## src/rtl/adder_operand_loader_pkg.sv

```systemverilog
`default_nettype none
// ============================================================================
//  Module      : adder_pkg
//  Description : Shared definitions for the adder operand loader: FSM state
//                encoding, default operand/beat widths and a clog2 helper
//                that never returns less than 1.
//  Revision    : 1.0 - initial release
// ============================================================================
package adder_pkg;

    localparam int DEF_DATA_W = 32;
    localparam int DEF_BEAT_W = 8;

    typedef enum logic [1:0] {
        S_A    = 2'd0,
        S_B    = 2'd1,
        S_HOLD = 2'd2
    } state_t;

    // Width needed to index n items; a single item still needs one bit.
    function automatic int clog2_min1(input int n);
        int r;
        r = 0;
        while ((1 << r) < n) begin
            r = r + 1;
        end
        return (r < 1) ? 1 : r;
    endfunction

endpackage
`default_nettype wire

```

## src/rtl/adder_operand_loader_if.sv

```systemverilog
`default_nettype none
// ============================================================================
//  Module      : adder_operand_loader_if
//  Description : Bundles the byte-serial input stream and the assembled
//                operand output of the loader.
//                slave  : loader side (consumes beats, presents operands)
//                master : environment side (drives beats, consumes operands)
//                LOADER_PARITY_EN adds in_par / par_err.
//  Revision    : 1.0 - initial release
// ============================================================================
interface adder_operand_loader_if
    import adder_pkg::*;
#(
    parameter int DATA_W = DEF_DATA_W,
    parameter int BEAT_W = DEF_BEAT_W
);
    logic [BEAT_W-1:0] in_data;
    logic              in_cin;
    logic              in_valid;
    logic              in_ready;
    logic [DATA_W-1:0] a;
    logic [DATA_W-1:0] b;
    logic              c0;
    logic              op_valid;
    logic              op_ready;
    logic              busy;

`ifdef LOADER_PARITY_EN
    logic              in_par;
    logic              par_err;

    modport slave (
        input  in_data, in_cin, in_valid, op_ready, in_par,
        output in_ready, a, b, c0, op_valid, busy, par_err
    );
    modport master (
        output in_data, in_cin, in_valid, op_ready, in_par,
        input  in_ready, a, b, c0, op_valid, busy, par_err
    );
`else
    modport slave (
        input  in_data, in_cin, in_valid, op_ready,
        output in_ready, a, b, c0, op_valid, busy
    );
    modport master (
        output in_data, in_cin, in_valid, op_ready,
        input  in_ready, a, b, c0, op_valid, busy
    );
`endif

endinterface
`default_nettype wire

```

## src/rtl/adder_operand_loader_operand_beat_reg.sv

```systemverilog
`default_nettype none
// ============================================================================
//  Module      : operand_beat_reg
//  Description : DATA_W register split into BEAT_W lanes; when we is high the
//                lane selected by idx takes data, all other lanes hold.
//  Ports       : clk, rst (async, active-high), we, idx, data, q
//  Revision    : 1.0 - initial release
// ============================================================================
module operand_beat_reg #(
    parameter int DATA_W = 32,
    parameter int BEAT_W = 8,
    parameter int IDX_W  = 2
) (
    input  wire logic              clk,
    input  wire logic              rst,
    input  wire logic              we,
    input  wire logic [IDX_W-1:0]  idx,
    input  wire logic [BEAT_W-1:0] data,
    output logic      [DATA_W-1:0] q
);
    localparam int LANES = DATA_W / BEAT_W;

    generate
        for (genvar g = 0; g < LANES; g++) begin : g_lane
            logic [BEAT_W-1:0] r_lane;

            always_ff @(posedge clk or posedge rst) begin
                if (rst) begin
                    r_lane <= '0;
                end else if (we && (idx == IDX_W'(g))) begin
                    r_lane <= data;
                end
            end

            assign q[g*BEAT_W +: BEAT_W] = r_lane;
        end
    endgenerate

endmodule
`default_nettype wire

```

## src/rtl/adder_operand_loader.sv

```systemverilog
`default_nettype none
// ============================================================================
//  Module      : adder_operand_loader
//  Description : Assembles operand A, operand B (little-endian, BEATS beats
//                each) and carry-in from a byte-serial valid/ready stream and
//                holds them stable with op_valid until op_ready.
//  Ports       : clk, rst (async, active-high),
//                bus (adder_operand_loader_if.slave): in_data, in_cin,
//                in_valid, in_ready, a, b, c0, op_valid, op_ready, busy
//                [+ in_par, par_err when LOADER_PARITY_EN is defined]
//  Options     : LOADER_PARITY_EN - odd-parity check per beat, sticky par_err
//  Revision    : 1.0 - initial release
// ============================================================================
module adder_operand_loader
    import adder_pkg::*;
#(
    parameter int DATA_W = DEF_DATA_W,
    parameter int BEAT_W = DEF_BEAT_W
) (
    input  wire logic clk,
    input  wire logic rst,
    adder_operand_loader_if.slave bus
);
    localparam int BEATS = DATA_W / BEAT_W;
    localparam int CNT_W = clog2_min1(BEATS);

    localparam logic [CNT_W-1:0] c_last_beat = CNT_W'(BEATS - 1);
    localparam logic [CNT_W-1:0] c_one       = CNT_W'(1);

    state_t           r_state;
    state_t           w_state_nxt;
    logic [CNT_W-1:0] r_cnt;
    logic [CNT_W-1:0] w_cnt_nxt;
    logic             r_c0;
    logic             w_ready;
    logic             w_we_a;
    logic             w_we_b;
    logic             w_c0_load;
    logic [DATA_W-1:0] w_a;
    logic [DATA_W-1:0] w_b;

    // ------------------------------------------------------------------
    // State register
    // ------------------------------------------------------------------
    always_ff @(posedge clk or posedge rst) begin
        if (rst) begin
            r_state <= S_A;
            r_cnt   <= '0;
            r_c0    <= 1'b0;
        end else begin
            r_state <= w_state_nxt;
            r_cnt   <= w_cnt_nxt;
            if (w_c0_load) begin
                r_c0 <= bus.in_cin;
            end
        end
    end

    // ------------------------------------------------------------------
    // Next-state / control
    // ------------------------------------------------------------------
    always_comb begin
        w_state_nxt = r_state;
        w_cnt_nxt   = r_cnt;
        w_ready     = 1'b0;
        w_we_a      = 1'b0;
        w_we_b      = 1'b0;
        w_c0_load   = 1'b0;

        case (r_state)
            S_A: begin
                w_ready = 1'b1;
                if (bus.in_valid) begin
                    w_we_a = 1'b1;
                    if (r_cnt == c_last_beat) begin
                        w_cnt_nxt   = '0;
                        w_state_nxt = S_B;
                    end else begin
                        w_cnt_nxt = r_cnt + c_one;
                    end
                end
            end
            S_B: begin
                w_ready = 1'b1;
                if (bus.in_valid) begin
                    w_we_b = 1'b1;
                    if (r_cnt == c_last_beat) begin
                        w_c0_load   = 1'b1;
                        w_cnt_nxt   = '0;
                        w_state_nxt = S_HOLD;
                    end else begin
                        w_cnt_nxt = r_cnt + c_one;
                    end
                end
            end
            S_HOLD: begin
                // The handshake edge only leaves HOLD; the next set's first
                // beat can be accepted one cycle later at the earliest.
                if (bus.op_ready) begin
                    w_state_nxt = S_A;
                end
            end
            default: begin
                w_state_nxt = S_A;
                w_cnt_nxt   = '0;
            end
        endcase
    end

    // ------------------------------------------------------------------
    // Operand lane registers
    // ------------------------------------------------------------------
    operand_beat_reg #(
        .DATA_W (DATA_W),
        .BEAT_W (BEAT_W),
        .IDX_W  (CNT_W)
    ) u_reg_a (
        .clk  (clk),
        .rst  (rst),
        .we   (w_we_a),
        .idx  (r_cnt),
        .data (bus.in_data),
        .q    (w_a)
    );

    operand_beat_reg #(
        .DATA_W (DATA_W),
        .BEAT_W (BEAT_W),
        .IDX_W  (CNT_W)
    ) u_reg_b (
        .clk  (clk),
        .rst  (rst),
        .we   (w_we_b),
        .idx  (r_cnt),
        .data (bus.in_data),
        .q    (w_b)
    );

    // ------------------------------------------------------------------
    // Outputs
    // ------------------------------------------------------------------
    // in_ready is forced low while rst is held, independent of the clock.
    assign bus.in_ready = w_ready & ~rst;
    assign bus.a        = w_a;
    assign bus.b        = w_b;
    assign bus.c0       = r_c0;
    assign bus.op_valid = (r_state == S_HOLD);
    assign bus.busy     = (r_state == S_B) || ((r_state == S_A) && (r_cnt != '0));

`ifdef LOADER_PARITY_EN
    logic r_par_err;
    logic w_par_bad;
    logic w_first_beat;

    // Odd parity: data bits plus in_par must contain an odd number of ones.
    assign w_par_bad    = ~(^{bus.in_data, bus.in_par});
    assign w_first_beat = (r_state == S_A) && (r_cnt == '0);

    always_ff @(posedge clk or posedge rst) begin
        if (rst) begin
            r_par_err <= 1'b0;
        end else if (w_ready && bus.in_valid) begin
            if (w_first_beat) begin
                r_par_err <= w_par_bad;
            end else if (w_par_bad) begin
                r_par_err <= 1'b1;
            end
        end
    end

    assign bus.par_err = r_par_err;
`endif

endmodule
`default_nettype wire

```

## src/flat_wrapper.sv

```systemverilog
// flat-port wrapper written by rule: the top's interface ports become plain ports
module adder_operand_loader_flat import adder_pkg::*;
#(
    parameter int DATA_W = DEF_DATA_W,
    parameter int BEAT_W = DEF_BEAT_W
)
  (clk, rst, bus_in_data, bus_in_cin, bus_in_valid, bus_op_ready, bus_in_ready, bus_a, bus_b, bus_c0, bus_op_valid, bus_busy);
  adder_operand_loader_if #(.DATA_W(DATA_W), .BEAT_W(BEAT_W)) bus_i ();
  input  wire logic clk;
  input  wire logic rst;
  input wire logic [$bits(bus_i.in_data)-1:0] bus_in_data;
  input wire logic [$bits(bus_i.in_cin)-1:0] bus_in_cin;
  input wire logic [$bits(bus_i.in_valid)-1:0] bus_in_valid;
  input wire logic [$bits(bus_i.op_ready)-1:0] bus_op_ready;
  output wire logic [$bits(bus_i.in_ready)-1:0] bus_in_ready;
  output wire logic [$bits(bus_i.a)-1:0] bus_a;
  output wire logic [$bits(bus_i.b)-1:0] bus_b;
  output wire logic [$bits(bus_i.c0)-1:0] bus_c0;
  output wire logic [$bits(bus_i.op_valid)-1:0] bus_op_valid;
  output wire logic [$bits(bus_i.busy)-1:0] bus_busy;
  assign bus_i.in_data = bus_in_data;
  assign bus_i.in_cin = bus_in_cin;
  assign bus_i.in_valid = bus_in_valid;
  assign bus_i.op_ready = bus_op_ready;
  assign bus_in_ready = bus_i.in_ready;
  assign bus_a = bus_i.a;
  assign bus_b = bus_i.b;
  assign bus_c0 = bus_i.c0;
  assign bus_op_valid = bus_i.op_valid;
  assign bus_busy = bus_i.busy;
  adder_operand_loader #(.DATA_W(DATA_W), .BEAT_W(BEAT_W)) u_core (.clk(clk), .rst(rst), .bus(bus_i));
endmodule
```

## config.mk

```make
export PLATFORM = sky130hd
export DESIGN_NAME = adder_operand_loader_flat
export DESIGN_NICKNAME = d
export VERILOG_FILES = /design/src/rtl/adder_operand_loader_pkg.sv /design/src/rtl/adder_operand_loader_if.sv /design/src/rtl/adder_operand_loader_operand_beat_reg.sv /design/src/rtl/adder_operand_loader.sv /design/src/flat_wrapper.sv
export SDC_FILE = /design/constraint.sdc
export NUM_CORES = 1
export LEC_CHECK = 0
export ABC_CLOCK_PERIOD_IN_PS = 2400
export CAP_MARGIN = 15
export CORE_MARGIN = 2
export CORE_UTILIZATION = 47
export DETAILED_ROUTE_END_ITERATION = 10
export GPL_TIMING_DRIVEN = 0
export MAX_ROUTING_LAYER = met4
export PLACE_DENSITY = 0.81
export SLEW_MARGIN = 15
export SYNTH_ARGS = -nofsm -noshare
export SYNTH_HDL_FRONTEND = slang
export SYNTH_SLANG_ARGS = --single-unit
```

## constraint.sdc

```tcl
create_clock -name clk -period 2.4 [get_ports clk]
set_input_delay 0.48 -clock clk [delete_from_list [all_inputs] [get_ports clk]]
set_output_delay 0.48 -clock clk [all_outputs]
set_load 0.01 [all_outputs]
```

==> flow_summary_export.csv, run 1 <==
group,metric,value,unit
pwr,leakage,1.65,nW
detailed_routing,drt-met1-wl,2.51,mm
place,place_area,3710,µm²
setup_path,timing.rr.start,"u_core.r_cnt[0]$_DFFE_PP0P_",
logic_synthesis,ys_seq_area_share,61.7,%
detailed_routing,routed_wl,5.52,mm
setup_path,path_class,"reg -> out",
detailed_routing,detail-route-antenna-nets,0,
clock_tree,root_buffer,"clkbuf_8",
pwr,switching_share,30.9,%
logic_synthesis,avgSynthCellArea,16.3,µm²
floorplan,dieHeight,81.2,µm
detailed_routing,top_layer,"met4",
detailed_routing,drt_iter0_markers,67,
finish,diodes,0,
detailed_routing,routedWlPerCell,16.1,µm
finish,fillers,417,
logic_synthesis,yosysTopAreaCellShare,61.7,%
logic_synthesis,synth_warnings,0,
floorplan,core,5850,µm²
finish,nets,280,
run_status,status,"completed",
place,place_congestion,0.829,
logic_synthesis,synthTopCellsByCount,"69 x dfrtp_1, 63 x mux2_2, 6 x nand2_1",
pwr,p_per_area,1400,nW/µm²
clock_tree,cts_buffers,9,
logic_synthesis,synth_top_area_cell,"dfrtp_1",
pwr,power,0.00544,W
pwr,pwr-share-seq,37.7,%
logic_synthesis,ys_types,18,
clock_tree,clockBufferDepth,2,
worst_hold_path,holdPathStages,1,
timing,relSlewSlack,67.0,%
logic_synthesis,synth-seq-cells,69,
floorplan,start_util,47.9,%
global_route,grt_pass1_vias,1698,
pwr,vdd_drop_max,686,µV
detailed_routing,wl_met3,255,µm
timing,hold_viol,0,
timing,fin_crit_sh,90.7,%
logic_synthesis,synthCells,172,
clock_tree,cts_tree,"built",
logic_synthesis,synth_xor_area_share,0.313,%
floorplan,fp.dieArea,6590,µm²
setup_path,cp.required,1.92,ns
job,cap_violations,0,
logic_synthesis,synth_edf_count,0,
timing,setup_viol,0,
finish,syn2layout_area_growth,38.8,%
setup_path,end_kind,"output port",
logic_synthesis,synth_compound_area_share,0.804,%
global_route,grt.overflow.total,0,
logic_synthesis,synthFlopType,"dfrtp_1",
finish,postLayoutCellArea,3890,µm²
detailed_routing,drc_errors,0,
setup_path,crit_arrival,1.70,ns
finish,utilization,66.4,%
global_route,grtUsageTotal,18.8,%
floorplan,rows,28,
logic_synthesis,syn-cell-area,2800,µm²
logic_synthesis,yosysMostFrequentCell,"dfrtp_1",
clock_tree,clkTransAtPathRegs,0.07,ns
pwr,pwr-share-comb,47.0,%
setup_path,endpoint,"bus_op_valid",
floorplan,die_x,81.2,µm
detailed_routing,vias,1716,
timing,tightest_slew,0.494,ns
logic_synthesis,synthMuxAreaShare,27.0,%
finish,multiInputGateArea,1010,µm²
timing,rsz0062_at_grt,"false",
setup_path,critPathLaunchType,"flop",
setup_path,ff2ff_setup_slack,0.60,ns
logic_synthesis,synthSimpleGateAreaFrac,6.30,%
logic_synthesis,synthTopCellsByArea,"dfrtp_1 62%, mux2_2 25%, nand3_4 2.5%",
place,dp_hpwl,3.92,mm
logic_synthesis,yosys.area_share.adder,1.79,%
logic_synthesis,async_reset_ff_share,100,%
clock_tree,clkSinkCount,69,
global_route,antenna_found_initial,0,
detailed_routing,firstDrtPassIters,4,
finish,layout-drive-gt1-share,34.7,%
finish,seq_area,1730,µm²
timing,fmax,0.459,GHz
pwr,power_frac_clock,15.3,%
logic_synthesis,synth_top_family_by_area,"multiplexers",
global_route,grt_max_degree,43,
detailed_routing,dr_wl_met2,2.72,mm
clock_tree,cts_max_level,3,
timing,min_period,2.18,ns
global_route,grt_pass1_wl,8.81,mm
worst_hold_path,hold_class,"reg -> reg",
timing,finClkSkew,0.00525,ns
setup_path,r2r_end,"u_core.u_reg_a.g_lane[0].r_lane[6]$_DFFE_PP0P_",
timing,drv_slew,0,
pwr,intPower,0.00376,W
setup_path,cp-startpoint,"u_core.r_state[1]$_DFFE_PP0P_",
logic_synthesis,syn_nets,189,
place,io_buffers,79,
floorplan,ios,81,
pwr,p_switching,0.00168,W
setup_path,crit_fanout,10,
clock_tree,clock_latency,0.32,ns
detailed_routing,viasPerCell,5.00,
setup_path,worst_r2r_path_depth,5,
worst max-delay path, cell delays in order, from the launching register on:
cell             delay (ns)
dfrtp_1                0.41
buf_4                  0.24
nand2_1                0.13
inv_1                  0.07
clkdlybuf4s50_1        0.52
area by class of cell:
type	instances	area share, %
flip-flops and latches	69	44.4
multi-input cells	94	26.1
repair buffers	80	20.9
clock buffers	12	3.99
well taps	75	2.41
plain buffers	4	1.06
clock inverters	4	0.579
inverters	5	0.547
routing by layer:
layer  vias up  global-route usage (%)
met1       854                    25.0
li1        804                       -
met4         0                    7.63
met5         -                       -
met3         5                    4.44
met2        53                    28.0
logic make-up (layout without fill, tap and decap cells):
logic type      after synthesis  in the layout
buf+inv                       9            105
mux                          67             67
fa+ha+maj                     4              4
compound gates                4              4
flops                        69             69
simple gates                 18             18
xor+xnor                      1              1
what timing repair did:
item	CTS	global route
hold buffers	0	0
setup endpoints to repair	0	1
resized for setup	0	1
hold endpoints to repair	0	0
setup buffers	0	0
layout by cell type, fill, tap and decap left out, types with 2 or more instances in the layout:
cell type and count:
mux2i_1 2, clkbuf_8 11, inv_1 4, clkdlybuf4s50_1 78, o22ai_1 2, nand3_4 4
mux2_2 63, buf_6 3, clkinv_2 3, ha_1 4, dfrtp_1 69, nor2_1 3
nor3_4 4, nand2_1 6
state kept, by name, indices dropped and copies added (netlist names):
name	cells
u_core.u_reg_a.g_lane.r_lane	32
u_core.r_cnt	2
u_core.r_state	2
u_core.u_reg_b.g_lane.r_lane	32
u_core.bus.c0	1
power by group through the flow:
stage / registers (W) / clock network (W) / logic (W)
after floorplan: 0.00231 / 0 / 0.000981
after global placement: 0.00206 / 0 / 0.00254
after detailed placement: 0.00208 / 0 / 0.00259
after CTS: 0.00206 / 0.000862 / 0.00260
after global routing: 0.00213 / 0.000911 / 0.00274
final: 0.00205 / 0.000833 / 0.00256
worst min-delay path by stage:
| stage | start | to | slack, ns |
|---|---|---|---|
| 2_1_floorplan | u_core.u_reg_b.g_lane[2].r_lane[3]$_DFFE_PP0P_ | u_core.u_reg_b.g_lane[2].r_lane[3]$_DFFE_PP0P_ | 0.53 |
| 3_3_place_gp | u_core.u_reg_b.g_lane[2].r_lane[3]$_DFFE_PP0P_ | u_core.u_reg_b.g_lane[2].r_lane[3]$_DFFE_PP0P_ | 0.48 |
| 3_5_place_dp | u_core.u_reg_b.g_lane[2].r_lane[3]$_DFFE_PP0P_ | u_core.u_reg_b.g_lane[2].r_lane[3]$_DFFE_PP0P_ | 0.48 |
| 4_1_cts | rst | u_core.bus.c0$_DFFE_PP0P_ | 0.51 |
| 5_1_grt | rst | u_core.bus.c0$_DFFE_PP0P_ | 0.52 |
| 6_report | u_core.u_reg_b.g_lane[2].r_lane[3]$_DFFE_PP0P_ | u_core.u_reg_b.g_lane[2].r_lane[3]$_DFFE_PP0P_ | 0.50 |
metrics by stage:
stage          worst slack, ns  setup TNS (ns)  std cells  hold slack (ns)
5_1_grt                  0.129               0        343            0.523
3_5_place_dp             0.337               0        327            0.485
2_1_floorplan            0.180               0        172            0.534
3_3_place_gp            -0.982          -67.62        326            0.483
6_report                 0.223               0        343            0.502
4_1_cts                 0.0987               0        343            0.505
Power figures use the tool's default switching activity.
==> run 2: changes to the inputs <==
--- a/config.mk
+++ b/config.mk
@@ -5,14 +5,15 @@
 export SDC_FILE = /design/constraint.sdc
 export NUM_CORES = 1
 export LEC_CHECK = 0
-export ABC_CLOCK_PERIOD_IN_PS = 2400
+export ABC_CLOCK_PERIOD_IN_PS = 2800
 export CAP_MARGIN = 15
 export CORE_MARGIN = 2
-export CORE_UTILIZATION = 47
+export CORE_UTILIZATION = 60
 export DETAILED_ROUTE_END_ITERATION = 10
+export DONT_BUFFER_PORTS = 1
 export GPL_TIMING_DRIVEN = 0
 export MAX_ROUTING_LAYER = met4
-export PLACE_DENSITY = 0.81
+export PLACE_DENSITY = 0.78
 export SLEW_MARGIN = 15
 export SYNTH_ARGS = -nofsm -noshare
 export SYNTH_HDL_FRONTEND = slang
==> constraint.sdc (replaced) <==
create_clock -name clk -period 2.8 [get_ports clk]
set_input_delay 0.56 -clock clk [delete_from_list [all_inputs] [get_ports clk]]
set_output_delay 0.56 -clock clk [all_outputs]
set_load 0.02 [all_outputs]
==> run 2 against run 1 <==
Net effect: sequential share of layout area is 13 points higher; first-iteration DRC count is 33% lower; sequential power is 20% higher; core utilization is 2.3 points higher; critical path type unchanged; count of clock-buffer cells in the layout stayed put; total power is 24% lower; global-route usage is 3.3 points higher.
==> flow_summary_export.csv, run 2 (synthesis results as in run 1) <==
group,metric,value,unit
finish,postLayoutCellArea,3030,µm²
setup_path,crit_fanout,5,
finish,final_cell_mix,"69 x dfrtp_1, 63 x mux2_2, 11 x clkbuf_8",
clock_tree,clockBufferDepth,2,
detailed_routing,firstDrtPassIters,4,
pwr,power,0.00411,W
timing,setup_viol,0,
floorplan,dieHeight,72.3,µm
clock_tree,cts-resized-gates,0,
finish,layout.cells.most_common,"dfrtp_1",
detailed_routing,routed_wl,5.12,mm
global_route,grt_pass1_wl,8.07,mm
worst_hold_path,hold_class,"in -> async",
timing,min_period,2.14,ns
timing,fmax,0.467,GHz
setup_path,crit_cells,3,
global_route,grt.overflow.total,0,
detailed_routing,drt_iter0_markers,45,
floorplan,fp.dieArea,5230,µm²
finish,diodes,0,
pwr,leakage,1.33,nW
global_route,antenna_found_initial,0,
clock_tree,cts_max_level,3,
finish,nets,200,
clock_tree,post-cts-setup-buffers,0,
timing,timing.setup.tns,0,ns
detailed_routing,viasPerCell,6.05,
setup_path,critical-path-top-delay-family,"compound AO/OA/AOI/OAI gates",
setup_path,critPathLaunchType,"flop",
place,dp.cells,224,
timing,relSlewSlack,46.6,%
setup_path,path_cells,"inv_1, ha_1, a21oi_1",
clock_tree,cts_buffers,9,
detailed_routing,drc_errors,0,
place,io_buffers,0,
pwr,p_per_area,1360,nW/µm²
timing,finClkSkew,0.00299,ns
detailed_routing,routedWlPerCell,21.5,µm
floorplan,ios,81,
timing,hold_viol,0,
clock_tree,cts_tree,"built",
global_route,grtUsageTotal,22.1,%
run_status,status,"completed",
detailed_routing,vias,1439,
floorplan,die_x,72.3,µm
timing,drv_slew,0,
clock_tree,clkTransAtPathRegs,0.06,ns
floorplan,start_util,63.4,%
timing,fin_crit_sh,76.5,%
place,place_area,2870,µm²
setup_path,path_class,"reg -> out",
clock_tree,root_buffer,"clkbuf_8",
place,dp_hpwl,3.65,mm
clock_tree,cts_hold_buf,0,
global_route,grt_pass1_vias,1575,
floorplan,rows,24,
finish,syn2layout_area_growth,8.31,%
place,place_congestion,0.864,
setup_path,worst_r2r_path_depth,5,
setup_path,crit_arrival,1.58,ns
pwr,vdd_drop_max,769,µV
timing,rsz0062_at_grt,"false",
setup_path,cp_slowest_cell,"a21oi_1",
finish,reg.largest.list,"u_core.u_reg_a.g_lane.r_lane: 32 flops, u_core.u_reg_b.g_lane.r_lane: 32 flops",
setup_path,cp.required,2.24,ns
finish,layout-drive-gt1-share,48.4,%
clock_tree,clkSinkCount,69,
timing,tightest_slew,0.801,ns
setup_path,end_kind,"output port",
setup_path,critical_path_buf_inv_count,1,
clock_tree,clock_latency,0.33,ns
global_route,grt_max_degree,70,
finish,final_cells,238,
job,cap_violations,0,
setup_path,max_stage_delay,0.45,ns
detailed_routing,detail-route-antenna-nets,0,
floorplan,core,4410,µm²
[run 2: changes by cell type in the layout (fill, tap and decap cells not counted), sizes merged]
cell,delta
clkinv,-1
buf,-1
dlymetal6s2s,-1
clkdlybuf4s50,-78
clkinvlp,-1
[run 2: worst reg2reg max path, delay by kind of cell (launching register included)]
kind | cells | cell delay (ns)
DFF | 1 | 0.43
adders and majority gates | 1 | 0.26
and+or+nand+nor | 2 | 0.51
buffers and inverters | 1 | 0.13
muxes | 1 | 0.40
[run 2: final cells by class]
type	count	area (µm²)
clock buffer	12	155
fill	333	1380
inverter	5	21.3
sequential	69	1730
clock inverter	2	10.0
buffer	4	41.3
multi-input combinational	94	1010
tap	52	65.1
[run 2: power breakdown]
part / total, W / leakage, nW / internal (W) / switching (W)
Clock: 0.000690 / 0.0881 / 0.000357 / 0.000333
Sequential: 0.00245 / 0.832 / 0.00150 / 0.000951
Combinational: 0.000976 / 0.411 / 0.000554 / 0.000423
[run 2: final timing paths]
path	from	slack [ns]	end
max	u_core.r_cnt[0]$_DFFE_PP0P_	0.66	bus_busy
min	rst	0.25	u_core.r_state[1]$_DFFE_PP0P_
max reg2reg	u_core.r_cnt[0]$_DFFE_PP0P_	0.95	u_core.u_reg_a.g_lane[0].r_lane[7]$_DFFE_PP0P_
min reg2reg	u_core.r_state[0]$_DFFE_PP0P_	0.63	u_core.r_cnt[1]$_DFFE_PP0P_
max in group asynchronous	rst	2.02	u_core.u_reg_b.g_lane[1].r_lane[4]$_DFFE_PP0P_
min in group clk	bus_op_ready	0.33	u_core.r_state[1]$_DFFE_PP0P_
[run 2: stage by stage]
step	worst slack, ns	utilization, %	hold slack (ns)
final	0.657	68.7	0.250
after global routing	0.583	68.7	0.323
after CTS	0.648	68.7	0.284
after detailed placement	0.950	65.0	0.623
after global placement	0.0228	64.9	0.591
after floorplan	0.500	-	0.574
[run 2: per-layer routing]
layer	vias to the layer above	global-route usage, %	routed length, µm	part of all wire, %
met5	-	-	0	0
met3	11	6.25	382	7.5
met4	0	11.5	106	2.1
met2	52	34.9	2680	52
li1	630	-	-	-
met1	746	26.0	1950	38
==> run 3: changes to the inputs <==
--- a/config.mk
+++ b/config.mk
@@ -5,7 +5,7 @@
 export SDC_FILE = /design/constraint.sdc
 export NUM_CORES = 1
 export LEC_CHECK = 0
-export ABC_CLOCK_PERIOD_IN_PS = 2800
+export ABC_CLOCK_PERIOD_IN_PS = 2200
 export CAP_MARGIN = 15
 export CORE_MARGIN = 2
 export CORE_UTILIZATION = 60
==> constraint.sdc (replaced) <==
create_clock -name clk -period 2.2 [get_ports clk]
set_input_delay 0.44 -clock clk [delete_from_list [all_inputs] [get_ports clk]]
set_output_delay 0.44 -clock clk [all_outputs]
set_load 0.02 [all_outputs]
==> results of run 3 <==
Same layout as run 2 (identical final DEF). Status: completed.
Among the figures that moved: setup slack after placement 0.950 ns -> 0.350 ns; setup slack after layout 0.657 ns -> 0.177 ns; hold slack 0.250 ns -> 0.130 ns; register-to-register setup slack 0.95 ns -> 0.35 ns; total power 0.00411 W -> 0.00524 W; worst IR drop on VDD 769 µV -> 978 µV
